$ cat config.mk
export PLATFORM = sky130hd
export DESIGN_NAME = mem_arbiter
export DESIGN_NICKNAME = d
export VERILOG_FILES = /design/src/rtl/mem_arbiter.sv
export SDC_FILE = /design/constraint.sdc
export NUM_CORES = 1
export LEC_CHECK = 0
export ABC_AREA = 1
export CORE_ASPECT_RATIO = 1.5
export CORE_MARGIN = 2
export CORE_UTILIZATION = 43
export CTS_CLUSTER_SIZE = 12
export DETAILED_ROUTE_END_ITERATION = 12
export PLACE_DENSITY = 0.8
export SKIP_CTS_REPAIR_TIMING = 1
export SYNTH_ARGS = -nofsm -noshare
export SYNTH_HDL_FRONTEND = slang
export SYNTH_SLANG_ARGS = --single-unit
$ cat constraint.sdc
create_clock -name clk -period 1.58 [get_ports clk]
set_input_delay 0.158 -clock clk [delete_from_list [all_inputs] [get_ports clk]]
set_output_delay 0.158 -clock clk [all_outputs]
set_load 0.02 [all_outputs]
$ cat src/rtl/mem_arbiter.sv
// Two-client round-robin arbiter in front of the memory controller's request interface.
// One transaction outstanding at a time; completions are routed back to the owner, and a
// watchdog force-completes (with err) any transaction the controller never finishes.
module mem_arbiter #(
  parameter int unsigned ADDR_WIDTH = 16,
  parameter int unsigned DATA_WIDTH = 16,
  parameter int unsigned TIMEOUT    = 1023
) (
  input  logic                  clk,
  input  logic                  rst_n,
  // Client 0 (instruction fetch)
  input  logic                  c0_req_i,
  input  logic                  c0_we_i,
  input  logic [ADDR_WIDTH-1:0] c0_addr_i,
  input  logic [DATA_WIDTH-1:0] c0_wdata_i,
  output logic                  c0_gnt_o,
  output logic                  c0_cplt_o,
  output logic [DATA_WIDTH-1:0] c0_rdata_o,
  output logic                  c0_err_o,
  // Client 1 (data)
  input  logic                  c1_req_i,
  input  logic                  c1_we_i,
  input  logic [ADDR_WIDTH-1:0] c1_addr_i,
  input  logic [DATA_WIDTH-1:0] c1_wdata_i,
  output logic                  c1_gnt_o,
  output logic                  c1_cplt_o,
  output logic [DATA_WIDTH-1:0] c1_rdata_o,
  output logic                  c1_err_o,
  // Memory controller
  output logic [ADDR_WIDTH-1:0] mem_addr_o,
  output logic [DATA_WIDTH-1:0] mem_data_in_o,
  output logic                  mem_r_en_o,
  output logic                  mem_w_en_o,
  input  logic                  mem_rdy_i,
  input  logic                  mem_cplt_i,
  input  logic [DATA_WIDTH-1:0] mem_data_out_i
);

  localparam int unsigned CntW = $clog2(TIMEOUT + 1);
  // Counter value on the last WAIT cycle allowed before the watchdog fires
  localparam logic [CntW-1:0] CntLast = CntW'(TIMEOUT - 1);

  typedef enum logic [1:0] {StIdle, StIssue, StWait} state_e;

  state_e                state_q, state_d;
  logic                  owner_q, owner_d;
  logic                  last_q, last_d;
  logic [CntW-1:0]       cnt_q, cnt_d;
  logic [ADDR_WIDTH-1:0] addr_q, addr_d;
  logic [DATA_WIDTH-1:0] wdata_q, wdata_d;
  logic                  ren_q, ren_d;
  logic                  wen_q, wen_d;
  logic [1:0]            gnt_q, gnt_d;
  logic [1:0]            cplt_q, cplt_d;
  logic [1:0]            err_q, err_d;
  logic [DATA_WIDTH-1:0] rdata0_q, rdata0_d;
  logic [DATA_WIDTH-1:0] rdata1_q, rdata1_d;

  logic [1:0] req;
  logic       win;
  logic       win_we;

  assign req    = {c1_req_i, c0_req_i};
  // On a tie the client that was not served last wins
  assign win    = (req == 2'b11) ? ~last_q : req[1];
  assign win_we = win ? c1_we_i : c0_we_i;

  // Next-state and registered-output logic for the IDLE/ISSUE/WAIT sequence
  always_comb begin
    state_d  = state_q;
    owner_d  = owner_q;
    last_d   = last_q;
    cnt_d    = cnt_q;
    addr_d   = addr_q;
    wdata_d  = wdata_q;
    ren_d    = ren_q;
    wen_d    = wen_q;
    gnt_d    = '0;
    cplt_d   = '0;
    err_d    = err_q;
    rdata0_d = rdata0_q;
    rdata1_d = rdata1_q;

    unique case (state_q)
      StIdle: begin
        if (|req) begin
          owner_d      = win;
          addr_d       = win ? c1_addr_i : c0_addr_i;
          wdata_d      = win ? c1_wdata_i : c0_wdata_i;
          ren_d        = ~win_we;
          wen_d        = win_we;
          gnt_d[win]   = 1'b1;
          state_d      = StIssue;
        end
      end

      StIssue: begin
        // Drop the enable right after the accept edge so the controller fires only once
        if ((ren_q | wen_q) & mem_rdy_i) begin
          ren_d   = 1'b0;
          wen_d   = 1'b0;
          cnt_d   = '0;
          state_d = StWait;
        end
      end

      StWait: begin
        if (mem_cplt_i) begin
          // Completion beats a coinciding timeout
          cplt_d[owner_q] = 1'b1;
          err_d[owner_q]  = 1'b0;
          if (owner_q) begin
            rdata1_d = mem_data_out_i;
          end else begin
            rdata0_d = mem_data_out_i;
          end
          last_d  = owner_q;
          state_d = StIdle;
        end else if (cnt_q == CntLast) begin
          cplt_d[owner_q] = 1'b1;
          err_d[owner_q]  = 1'b1;
          last_d          = owner_q;
          state_d         = StIdle;
        end else begin
          cnt_d = cnt_q + 1'b1;
        end
      end

      default: state_d = StIdle;
    endcase
  end

  // State and output registers; reset aborts any transaction silently
  always_ff @(posedge clk or negedge rst_n) begin
    if (!rst_n) begin
      state_q  <= StIdle;
      owner_q  <= 1'b0;
      last_q   <= 1'b1;
      cnt_q    <= '0;
      addr_q   <= '0;
      wdata_q  <= '0;
      ren_q    <= 1'b0;
      wen_q    <= 1'b0;
      gnt_q    <= '0;
      cplt_q   <= '0;
      err_q    <= '0;
      rdata0_q <= '0;
      rdata1_q <= '0;
    end else begin
      state_q  <= state_d;
      owner_q  <= owner_d;
      last_q   <= last_d;
      cnt_q    <= cnt_d;
      addr_q   <= addr_d;
      wdata_q  <= wdata_d;
      ren_q    <= ren_d;
      wen_q    <= wen_d;
      gnt_q    <= gnt_d;
      cplt_q   <= cplt_d;
      err_q    <= err_d;
      rdata0_q <= rdata0_d;
      rdata1_q <= rdata1_d;
    end
  end

  assign c0_gnt_o      = gnt_q[0];
  assign c1_gnt_o      = gnt_q[1];
  assign c0_cplt_o     = cplt_q[0];
  assign c1_cplt_o     = cplt_q[1];
  assign c0_err_o      = err_q[0];
  assign c1_err_o      = err_q[1];
  assign c0_rdata_o    = rdata0_q;
  assign c1_rdata_o    = rdata1_q;
  assign mem_addr_o    = addr_q;
  assign mem_data_in_o = wdata_q;
  assign mem_r_en_o    = ren_q;
  assign mem_w_en_o    = wen_q;

endmodule

==> metrics.txt, run 1 <==
# TYPE chip_impl_metric gauge
chip_impl_metric{name="internal_power",unit="mW"} 7.01
chip_impl_metric{name="utilization_of_the_core_after_routing",unit="%"} 67.6
chip_impl_metric{name="cts.sink_count",unit=""} 86
chip_impl_info{name="rsz_0062_raised_after_global_routing",value="no"} 1
chip_impl_metric{name="min_period",unit="ps"} 1530
chip_impl_info{name="synth_top_cell_by_area",value="sky130_fd_sc_hd__dfrtp_1"} 1
chip_impl_metric{name="power.static_leakage",unit="nW"} 2.79
chip_impl_metric{name="final.setup.tns",unit="ps"} 0
chip_impl_metric{name="cts-root-to-sink-buffers",unit=""} 2
chip_impl_metric{name="synth-seq-area-share",unit="%"} 55.5
chip_impl_metric{name="core",unit="sq mm"} 0.00878
chip_impl_metric{name="combinationalPowerShare",unit="%"} 46.8
chip_impl_info{name="status",value="finished, final reports clean"} 1
chip_impl_metric{name="worst_r2r_path_depth",unit=""} 5
chip_impl_metric{name="crit_buf_inv",unit=""} 1
chip_impl_metric{name="fmaxAchievable",unit="GHz"} 0.653
chip_impl_metric{name="initial_utilization",unit="%"} 44.2
chip_impl_metric{name="floorplan.die.height",unit="microns"} 120
chip_impl_metric{name="grt_remaining_overflow",unit=""} 0
chip_impl_metric{name="wirelength",unit="microns"} 10000
chip_impl_metric{name="tightest_slew",unit="ps"} 595
chip_impl_metric{name="row_count",unit=""} 42
chip_impl_info{name="hold_path_class",value="primary input to flip-flop"} 1
chip_impl_metric{name="worst_setup_hold_path_clk_slew",unit="ps"} 60
chip_impl_metric{name="num_io_pins",unit=""} 160
chip_impl_metric{name="dieArea",unit="sq mm"} 0.00981
chip_impl_metric{name="cts_buffers",unit=""} 9
chip_impl_info{name="layout_commonest_cell",value="sky130_fd_sc_hd__nand2_1"} 1
chip_impl_metric{name="htree_levels",unit=""} 3
chip_impl_metric{name="wirelength_met1",unit="microns"} 3900
chip_impl_metric{name="routability_congestion",unit=""} 0.826
chip_impl_metric{name="synthesis.instances",unit=""} 445
chip_impl_metric{name="critical_path_rt",unit="ps"} 1420
chip_impl_metric{name="routed-via-count",unit=""} 3513
chip_impl_info{name="layout.cells.most_common_list",value="sky130_fd_sc_hd__nand2_1, sky130_fd_sc_hd__clkdlybuf4s50_1, sky130_fd_sc_hd__dfrtp_1"} 1
chip_impl_metric{name="report.power.total",unit="mW"} 11.2
chip_impl_metric{name="dr.pass1.iters",unit=""} 4
chip_impl_metric{name="layout-area-overhead-vs-synth",unit="%"} 52.9
chip_impl_metric{name="dpl-instance-area",unit="sq mm"} 0.00559
chip_impl_metric{name="synth_nets",unit=""} 535
chip_impl_info{name="cts_tree",value="done"} 1
chip_impl_info{name="ys_top_cells_by_area",value="sky130_fd_sc_hd__dfrtp_1, sky130_fd_sc_hd__nand2_1, sky130_fd_sc_hd__o21ai_2"} 1
chip_impl_metric{name="grt_first_pass_wirelength",unit="microns"} 16700
chip_impl_metric{name="initial_antenna_violation_count",unit=""} 0
chip_impl_metric{name="antenna_violating_nets_post_route",unit=""} 0
chip_impl_metric{name="drt-wirelength-per-cell",unit="microns"} 13.9
chip_impl_info{name="cp-start-kind",value="flip-flop"} 1
chip_impl_info{name="timing.setup.critical_path_class",value="flip-flop to primary output"} 1
chip_impl_metric{name="ys_ff_latch",unit=""} 86
chip_impl_info{name="slowest_stage",value="sky130_fd_sc_hd__clkdlybuf4s50_1"} 1
chip_impl_metric{name="cp.arrival",unit="ps"} 1370
chip_impl_metric{name="final_cell_area",unit="sq mm"} 0.00593
chip_impl_metric{name="layout.nets",unit=""} 697
chip_impl_metric{name="met2WireLength",unit="microns"} 5110
chip_impl_metric{name="avgSynthCellArea",unit="sq um"} 8.72
chip_impl_metric{name="cap_viol_max_count",unit=""} 0
chip_impl_metric{name="cell_count_of_the_worst_hold_path",unit=""} 3
chip_impl_metric{name="slew_viol_final",unit=""} 0
chip_impl_metric{name="number_of_endpoints_with_negative_hold_slack_in_the_final_report",unit=""} 0
chip_impl_metric{name="setup-violations-final",unit=""} 0
chip_impl_metric{name="route.detailed.vias_per_inst",unit=""} 4.87
chip_impl_metric{name="drt_drc_violations_left",unit=""} 0
chip_impl_info{name="end_kind",value="primary output"} 1
chip_impl_metric{name="met3WireLength",unit="microns"} 644
chip_impl_metric{name="sw_frac_of_total",unit="%"} 37.6
chip_impl_metric{name="pwr-share-clk",unit="%"} 20.3
chip_impl_info{name="path_delay_family",value="buffers and inverters"} 1
chip_impl_metric{name="timing.clock.skew",unit="ps"} 7.02
chip_impl_metric{name="timing.critical_path.depth",unit=""} 1
chip_impl_metric{name="p_per_cell_area",unit="mW/mm^2"} 1890
chip_impl_info{name="cts_root_buffer",value="sky130_fd_sc_hd__clkbuf_16"} 1
chip_impl_info{name="top_layer",value="met4"} 1
chip_impl_metric{name="power.net_switching",unit="mW"} 4.22
chip_impl_metric{name="drt-initial-drc-count",unit=""} 211
chip_impl_metric{name="worst_ir_drop_vdd",unit="uV"} 904
chip_impl_metric{name="final_layout_size_suffix_gt1_share",unit="%"} 11.9
chip_impl_metric{name="insertedDiodeCount",unit=""} 0
chip_impl_metric{name="hold_ws",unit="ps"} 373
chip_impl_metric{name="timing.critical_path.slowest_cell_delay",unit="ps"} 640
chip_impl_metric{name="synthDominantCellAreaShare",unit="%"} 54.8
chip_impl_metric{name="track_usage",unit="%"} 22.0
chip_impl_metric{name="syn-cell-area",unit="sq mm"} 0.00388
chip_impl_metric{name="grt_start_max_net_pins",unit=""} 87
chip_impl_metric{name="timing.critical_path.fanout_max",unit=""} 4
chip_impl_metric{name="relSlewSlack",unit="%"} 60.3
chip_impl_metric{name="final.fill_count",unit=""} 697
chip_impl_metric{name="dp.final_hpwl",unit="microns"} 7360
chip_impl_metric{name="seq_power_share",unit="%"} 32.9
chip_impl_metric{name="die_width",unit="microns"} 81.5
chip_impl_metric{name="yosys_warning_count",unit=""} 0
chip_impl_metric{name="ys_types",unit=""} 25
chip_impl_metric{name="worstSkewPairLatency",unit="ps"} 340
chip_impl_metric{name="grt_pass1_vias",unit=""} 3615
chip_impl_metric{name="placement.io_buffers",unit=""} 159
chip_impl_metric{name="post-route-period-util",unit="%"} 97.0
chip_impl_info{name="cp_cell_sequence",value="clkdlybuf4s50_1"} 1
==> sequential cells by signal, summed over array words and instances (netlist names), 2 cells and up, named ones only <==
register	flops
c1_rdata_o	16
state_q	2
mem_data_in_o	16
c0_rdata_o	16
gnt_q	2
cnt_q	10
cplt_q	2
mem_addr_o	16
==> power groups by stage <==
| stage | clock network, mW | logic [mW] | registers [mW] |
|---|---|---|---|
| 2_1_floorplan | 0 | 1.77 | 4.69 |
| 3_3_place_gp | 0 | 5.19 | 3.69 |
| 3_5_place_dp | 0 | 5.32 | 3.70 |
| 4_1_cts | 2.32 | 5.32 | 3.69 |
| 5_1_grt | 2.42 | 5.70 | 3.80 |
| 6_report | 2.28 | 5.26 | 3.69 |
==> tightest hold or removal path, delay by kind of cell <==
kind / cells / cell delay [ps]
buf+inv: 1 / 390
simple gates: 2 / 110
==> layout make-up <==
| cell class | instances | area [sq um] | share of cell area (%) |
|---|---|---|---|
| Sequential cell | 86 | 2150 | 36.3 |
| Inverter | 41 | 155 | 2.62 |
| Multi-Input combinational cell | 300 | 1430 | 24.1 |
| Tap cell | 110 | 138 | 2.32 |
| Clock inverter | 6 | 85.1 | 1.43 |
| Timing Repair Buffer | 169 | 1730 | 29.2 |
| Clock buffer | 10 | 239 | 4.03 |
==> path summary, 6_finish.rpt <==
| check | start | to | slack (ps) |
|---|---|---|---|
| worst max-delay path | mem_r_en_o | mem_r_en_o | 50 |
| worst min-delay path | c0_wdata_i[6] | mem_data_in_o[6] | 370 |
| worst max register to register | state_q[1] | c1_rdata_o[11] | 140 |
| worst min register to register | c0_rdata_o[3] | c0_rdata_o[3] | 480 |
| max in group asynchronous | rst_n | last_q | 800 |
| min in group asynchronous | rst_n | cnt_q[5] | 390 |
==> stage by stage <==
stage,std cells,setup slack (ps)
3_5_place_dp,705,-9.93
2_1_floorplan,445,294
5_1_grt,722,5.92
6_report,722,47.6
3_3_place_gp,705,14.4
4_1_cts,721,23.9
==> per-layer routing <==
layer	global-route usage, %	vias up
met2	36.1	121
met5	0	-
met3	5.90	24
met1	25.7	1651
met4	11.8	0
li1	-	1717
==> cells in the mapped netlist <==
library cell,instances
sky130_fd_sc_hd__a21oi_1,7
sky130_fd_sc_hd__dfrtp_1,85
sky130_fd_sc_hd__o211ai_2,1
sky130_fd_sc_hd__nand2_1,174
sky130_fd_sc_hd__ha_1,2
sky130_fd_sc_hd__nand2_2,3
sky130_fd_sc_hd__o21bai_1,1
sky130_fd_sc_hd__inv_2,7
sky130_fd_sc_hd__dfstp_2,1
sky130_fd_sc_hd__inv_1,33
sky130_fd_sc_hd__nand3_2,2
sky130_fd_sc_hd__o21ai_2,27
sky130_fd_sc_hd__nor2_4,1
sky130_fd_sc_hd__o21ai_1,5
sky130_fd_sc_hd__o21ai_0,6
sky130_fd_sc_hd__buf_4,4
sky130_fd_sc_hd__nand3_1,46
sky130_fd_sc_hd__nor2_1,19
sky130_fd_sc_hd__o21a_1,1
sky130_fd_sc_hd__nor3_1,2
sky130_fd_sc_hd__nor3_2,2
sky130_fd_sc_hd__buf_6,8
sky130_fd_sc_hd__clkinv_2,1
sky130_fd_sc_hd__nor2_2,1
sky130_fd_sc_hd__buf_2,6
==> cells by family (layout without fill, tap and decap cells) <==
group	Yosys count	count (layout)	share of synthesized area, %
AO/OA/AOI/OAI	48	48	9.13
adder cells (fa/ha/maj)	2	2	0.645
buffers and inverters	59	226	7.87
flip-flops	86	86	55.5
AND/OR/NAND/NOR	250	250	26.8
Power figures use the tool's default switching activity.
==> inputs of run 2 (changes only) <==
--- a/config.mk
+++ b/config.mk
@@ -15,2 +15,3 @@
 export SKIP_CTS_REPAIR_TIMING = 1
+export SLEW_MARGIN = 15
 export SYNTH_ARGS = -nofsm -noshare
==> constraint.sdc (replaced) <==
create_clock -name clk -period 1.58 [get_ports clk]
set_input_delay 0.237 -clock clk [delete_from_list [all_inputs] [get_ports clk]]
set_output_delay 0.237 -clock clk [all_outputs]
set_load 0.02 [all_outputs]
==> run 2 against run 1 <==
  * Count of clock-buffer cells in the layout grew 1
  * Via count grew 0.28%
  * Critical path depth unchanged
  * Cell count up 0.28%
  * First-iteration DRC count shrank 30%
  * Sequential power is essentially flat
  * Global-route usage grew 0.18 points
  * Non-clock buffer count up 2
  * Combinational power about the same
  * Highest routed layer unchanged
==> metrics.txt, run 2 (synthesis gave the netlist of run 1 again) <==
# TYPE chip_impl_metric gauge
chip_impl_info{name="status",value="finished, final reports clean"} 1
chip_impl_info{name="path_delay_family",value="buffers and inverters"} 1
chip_impl_metric{name="multiInputGateArea",unit="sq mm"} 0.00142
chip_impl_metric{name="power.static_leakage",unit="nW"} 3.14
chip_impl_metric{name="floorplan.die.height",unit="microns"} 120
chip_impl_metric{name="timing.critical_path.slowest_cell_delay",unit="ps"} 620
chip_impl_metric{name="cts.sink_count",unit=""} 86
chip_impl_metric{name="drt-wirelength-per-cell",unit="microns"} 14.0
chip_impl_info{name="layout_commonest_cell",value="sky130_fd_sc_hd__nand2_1"} 1
chip_impl_info{name="slowest_stage",value="sky130_fd_sc_hd__clkdlybuf4s50_1"} 1
chip_impl_metric{name="dp.final_hpwl",unit="microns"} 7500
chip_impl_metric{name="worstSkewPairLatency",unit="ps"} 330
chip_impl_metric{name="drt_drc_violations_left",unit=""} 0
chip_impl_metric{name="layout-area-overhead-vs-synth",unit="%"} 56.1
chip_impl_metric{name="die_width",unit="microns"} 81.5
chip_impl_metric{name="critical_path_rt",unit="ps"} 1340
chip_impl_metric{name="placement.io_buffers",unit=""} 159
chip_impl_metric{name="cp.arrival",unit="ps"} 1310
chip_impl_metric{name="core",unit="sq mm"} 0.00878
chip_impl_metric{name="hold_ws",unit="ps"} 418
chip_impl_info{name="rsz_0062_raised_after_global_routing",value="no"} 1
chip_impl_metric{name="cts_buffers",unit=""} 9
chip_impl_metric{name="grt_remaining_overflow",unit=""} 0
chip_impl_info{name="end_kind",value="primary output"} 1
chip_impl_info{name="cts_tree",value="done"} 1
chip_impl_metric{name="antenna_violating_nets_post_route",unit=""} 0
chip_impl_metric{name="final.setup.tns",unit="ps"} 0
chip_impl_metric{name="final-seq-area",unit="sq mm"} 0.00215
chip_impl_metric{name="timing.clock.skew",unit="ps"} 5.93
chip_impl_metric{name="wirelength",unit="microns"} 10100
chip_impl_metric{name="final_layout_size_suffix_gt1_share",unit="%"} 12.2
chip_impl_metric{name="worst_setup_hold_path_clk_slew",unit="ps"} 60
chip_impl_metric{name="initial_antenna_violation_count",unit=""} 0
chip_impl_info{name="cts_root_buffer",value="sky130_fd_sc_hd__clkbuf_16"} 1
chip_impl_metric{name="fmaxAchievable",unit="GHz"} 0.646
chip_impl_info{name="layout.cells.most_common_list",value="sky130_fd_sc_hd__nand2_1, sky130_fd_sc_hd__clkdlybuf4s50_1, sky130_fd_sc_hd__dfrtp_1"} 1
chip_impl_metric{name="setup_slack",unit="ps"} 31.4
chip_impl_metric{name="tightest_slew",unit="ps"} 432
chip_impl_metric{name="initial_utilization",unit="%"} 44.2
chip_impl_metric{name="layout.nets",unit=""} 699
chip_impl_metric{name="grt_start_max_net_pins",unit=""} 52
chip_impl_metric{name="num_io_pins",unit=""} 160
chip_impl_info{name="timing.setup.critical_path_class",value="flip-flop to primary output"} 1
chip_impl_metric{name="final-instance-count-excl-fill",unit=""} 724
chip_impl_metric{name="slew_viol_final",unit=""} 0
chip_impl_metric{name="grt_pass1_vias",unit=""} 3723
chip_impl_info{name="cp_cell_sequence",value="clkdlybuf4s50_1"} 1
chip_impl_metric{name="number_of_endpoints_with_negative_hold_slack_in_the_final_report",unit=""} 0
chip_impl_metric{name="route.detailed.vias_per_inst",unit=""} 4.87
chip_impl_metric{name="min_period",unit="ps"} 1550
chip_impl_metric{name="routed-via-count",unit=""} 3523
chip_impl_info{name="hold_path_class",value="primary input to async pin"} 1
chip_impl_metric{name="timing.critical_path.fanout_max",unit=""} 2
chip_impl_metric{name="place_inst",unit=""} 707
chip_impl_metric{name="dr.pass1.iters",unit=""} 4
chip_impl_metric{name="timing.critical_path.depth",unit=""} 1
chip_impl_info{name="cp-start-kind",value="flip-flop"} 1
chip_impl_metric{name="post-route-period-util",unit="%"} 98.0
chip_impl_metric{name="grt_first_pass_wirelength",unit="microns"} 16700
chip_impl_metric{name="htree_levels",unit=""} 3
chip_impl_metric{name="cts-root-to-sink-buffers",unit=""} 2
chip_impl_metric{name="insertedDiodeCount",unit=""} 0
chip_impl_metric{name="drt-initial-drc-count",unit=""} 148
chip_impl_metric{name="worst_ir_drop_vdd",unit="uV"} 1020
chip_impl_metric{name="dieArea",unit="sq mm"} 0.00981
chip_impl_metric{name="cap_viol_max_count",unit=""} 0
chip_impl_metric{name="crit_buf_inv",unit=""} 1
chip_impl_metric{name="row_count",unit=""} 42
chip_impl_metric{name="p_per_cell_area",unit="mW/mm^2"} 1880
chip_impl_metric{name="final.fill_count",unit=""} 667
chip_impl_metric{name="worst_r2r_path_depth",unit=""} 9
chip_impl_metric{name="routability_congestion",unit=""} 0.811
chip_impl_metric{name="post_placement_worst_setup_slack",unit="ps"} 17.8
chip_impl_metric{name="utilization_of_the_core_after_routing",unit="%"} 69.0
chip_impl_metric{name="relSlewSlack",unit="%"} 71.2
chip_impl_metric{name="setup-violations-final",unit=""} 0
chip_impl_metric{name="track_usage",unit="%"} 22.2
-- run 2: changes by cell type in the layout (fill, tap and decap cells not counted), sizes merged --
cell / before / now
clkinv: 3 / 1
bufinv: 2 / 3
buf: 10 / 12
clkbuf: 10 / 11
clkdlybuf4s50: 157 / 130
dlymetal6s2s: 1 / 28
-- run 2: layout make-up --
type	instances	area share, %
flip-flops and latches	86	35.6
clock inverters	5	1.74
inverters	41	2.56
repair buffers	171	30.2
well taps	110	2.27
multi-input cells	300	23.5
clock buffers	11	4.18
-- run 2: final timing paths --
kind,startpoint,endpoint,slack [ps]
setup / recovery,mem_addr_o[15],mem_addr_o[15],30
max in group asynchronous,rst_n,mem_addr_o[7],770
hold reg to reg,c1_rdata_o[8],c1_rdata_o[8],480
hold / removal,rst_n,cnt_q[6],420
setup reg to reg,cnt_q[0],cnt_q[0],100
min in group clk,c0_wdata_i[5],mem_data_in_o[5],450
-- run 2: layer usage --
layer | GRT usage, % | up-vias | part of all wire, %
met2 | 38.1 | 111 | 53
met3 | 5.60 | 28 | 5.6
met1 | 24.5 | 1656 | 38
met4 | 11.9 | 0 | 3.7
li1 | - | 1728 | -
met5 | 0 | - | 0
-- run 2: power breakdown --
group	switching, mW	internal (mW)	leakage (nW)
logic	2.85	2.40	1.89
registers	0.523	3.14	1.09
clock network	0.834	1.63	0.168
-- run 2: through the flow --
step	instance area, sq um	power [mW]
after floorplan	3880	6.47
after global placement	5610	8.89
after detailed placement	5610	9.04
after CTS	5970	11.6
after global routing	6050	12.1
final	6050	11.4
-- run 2: worst min-delay path, stage by stage --
cell and delay, ps:
sky130_fd_sc_hd__dlygate4sd3_1 520, sky130_fd_sc_hd__buf_4 120, sky130_fd_sc_hd__buf_12 240
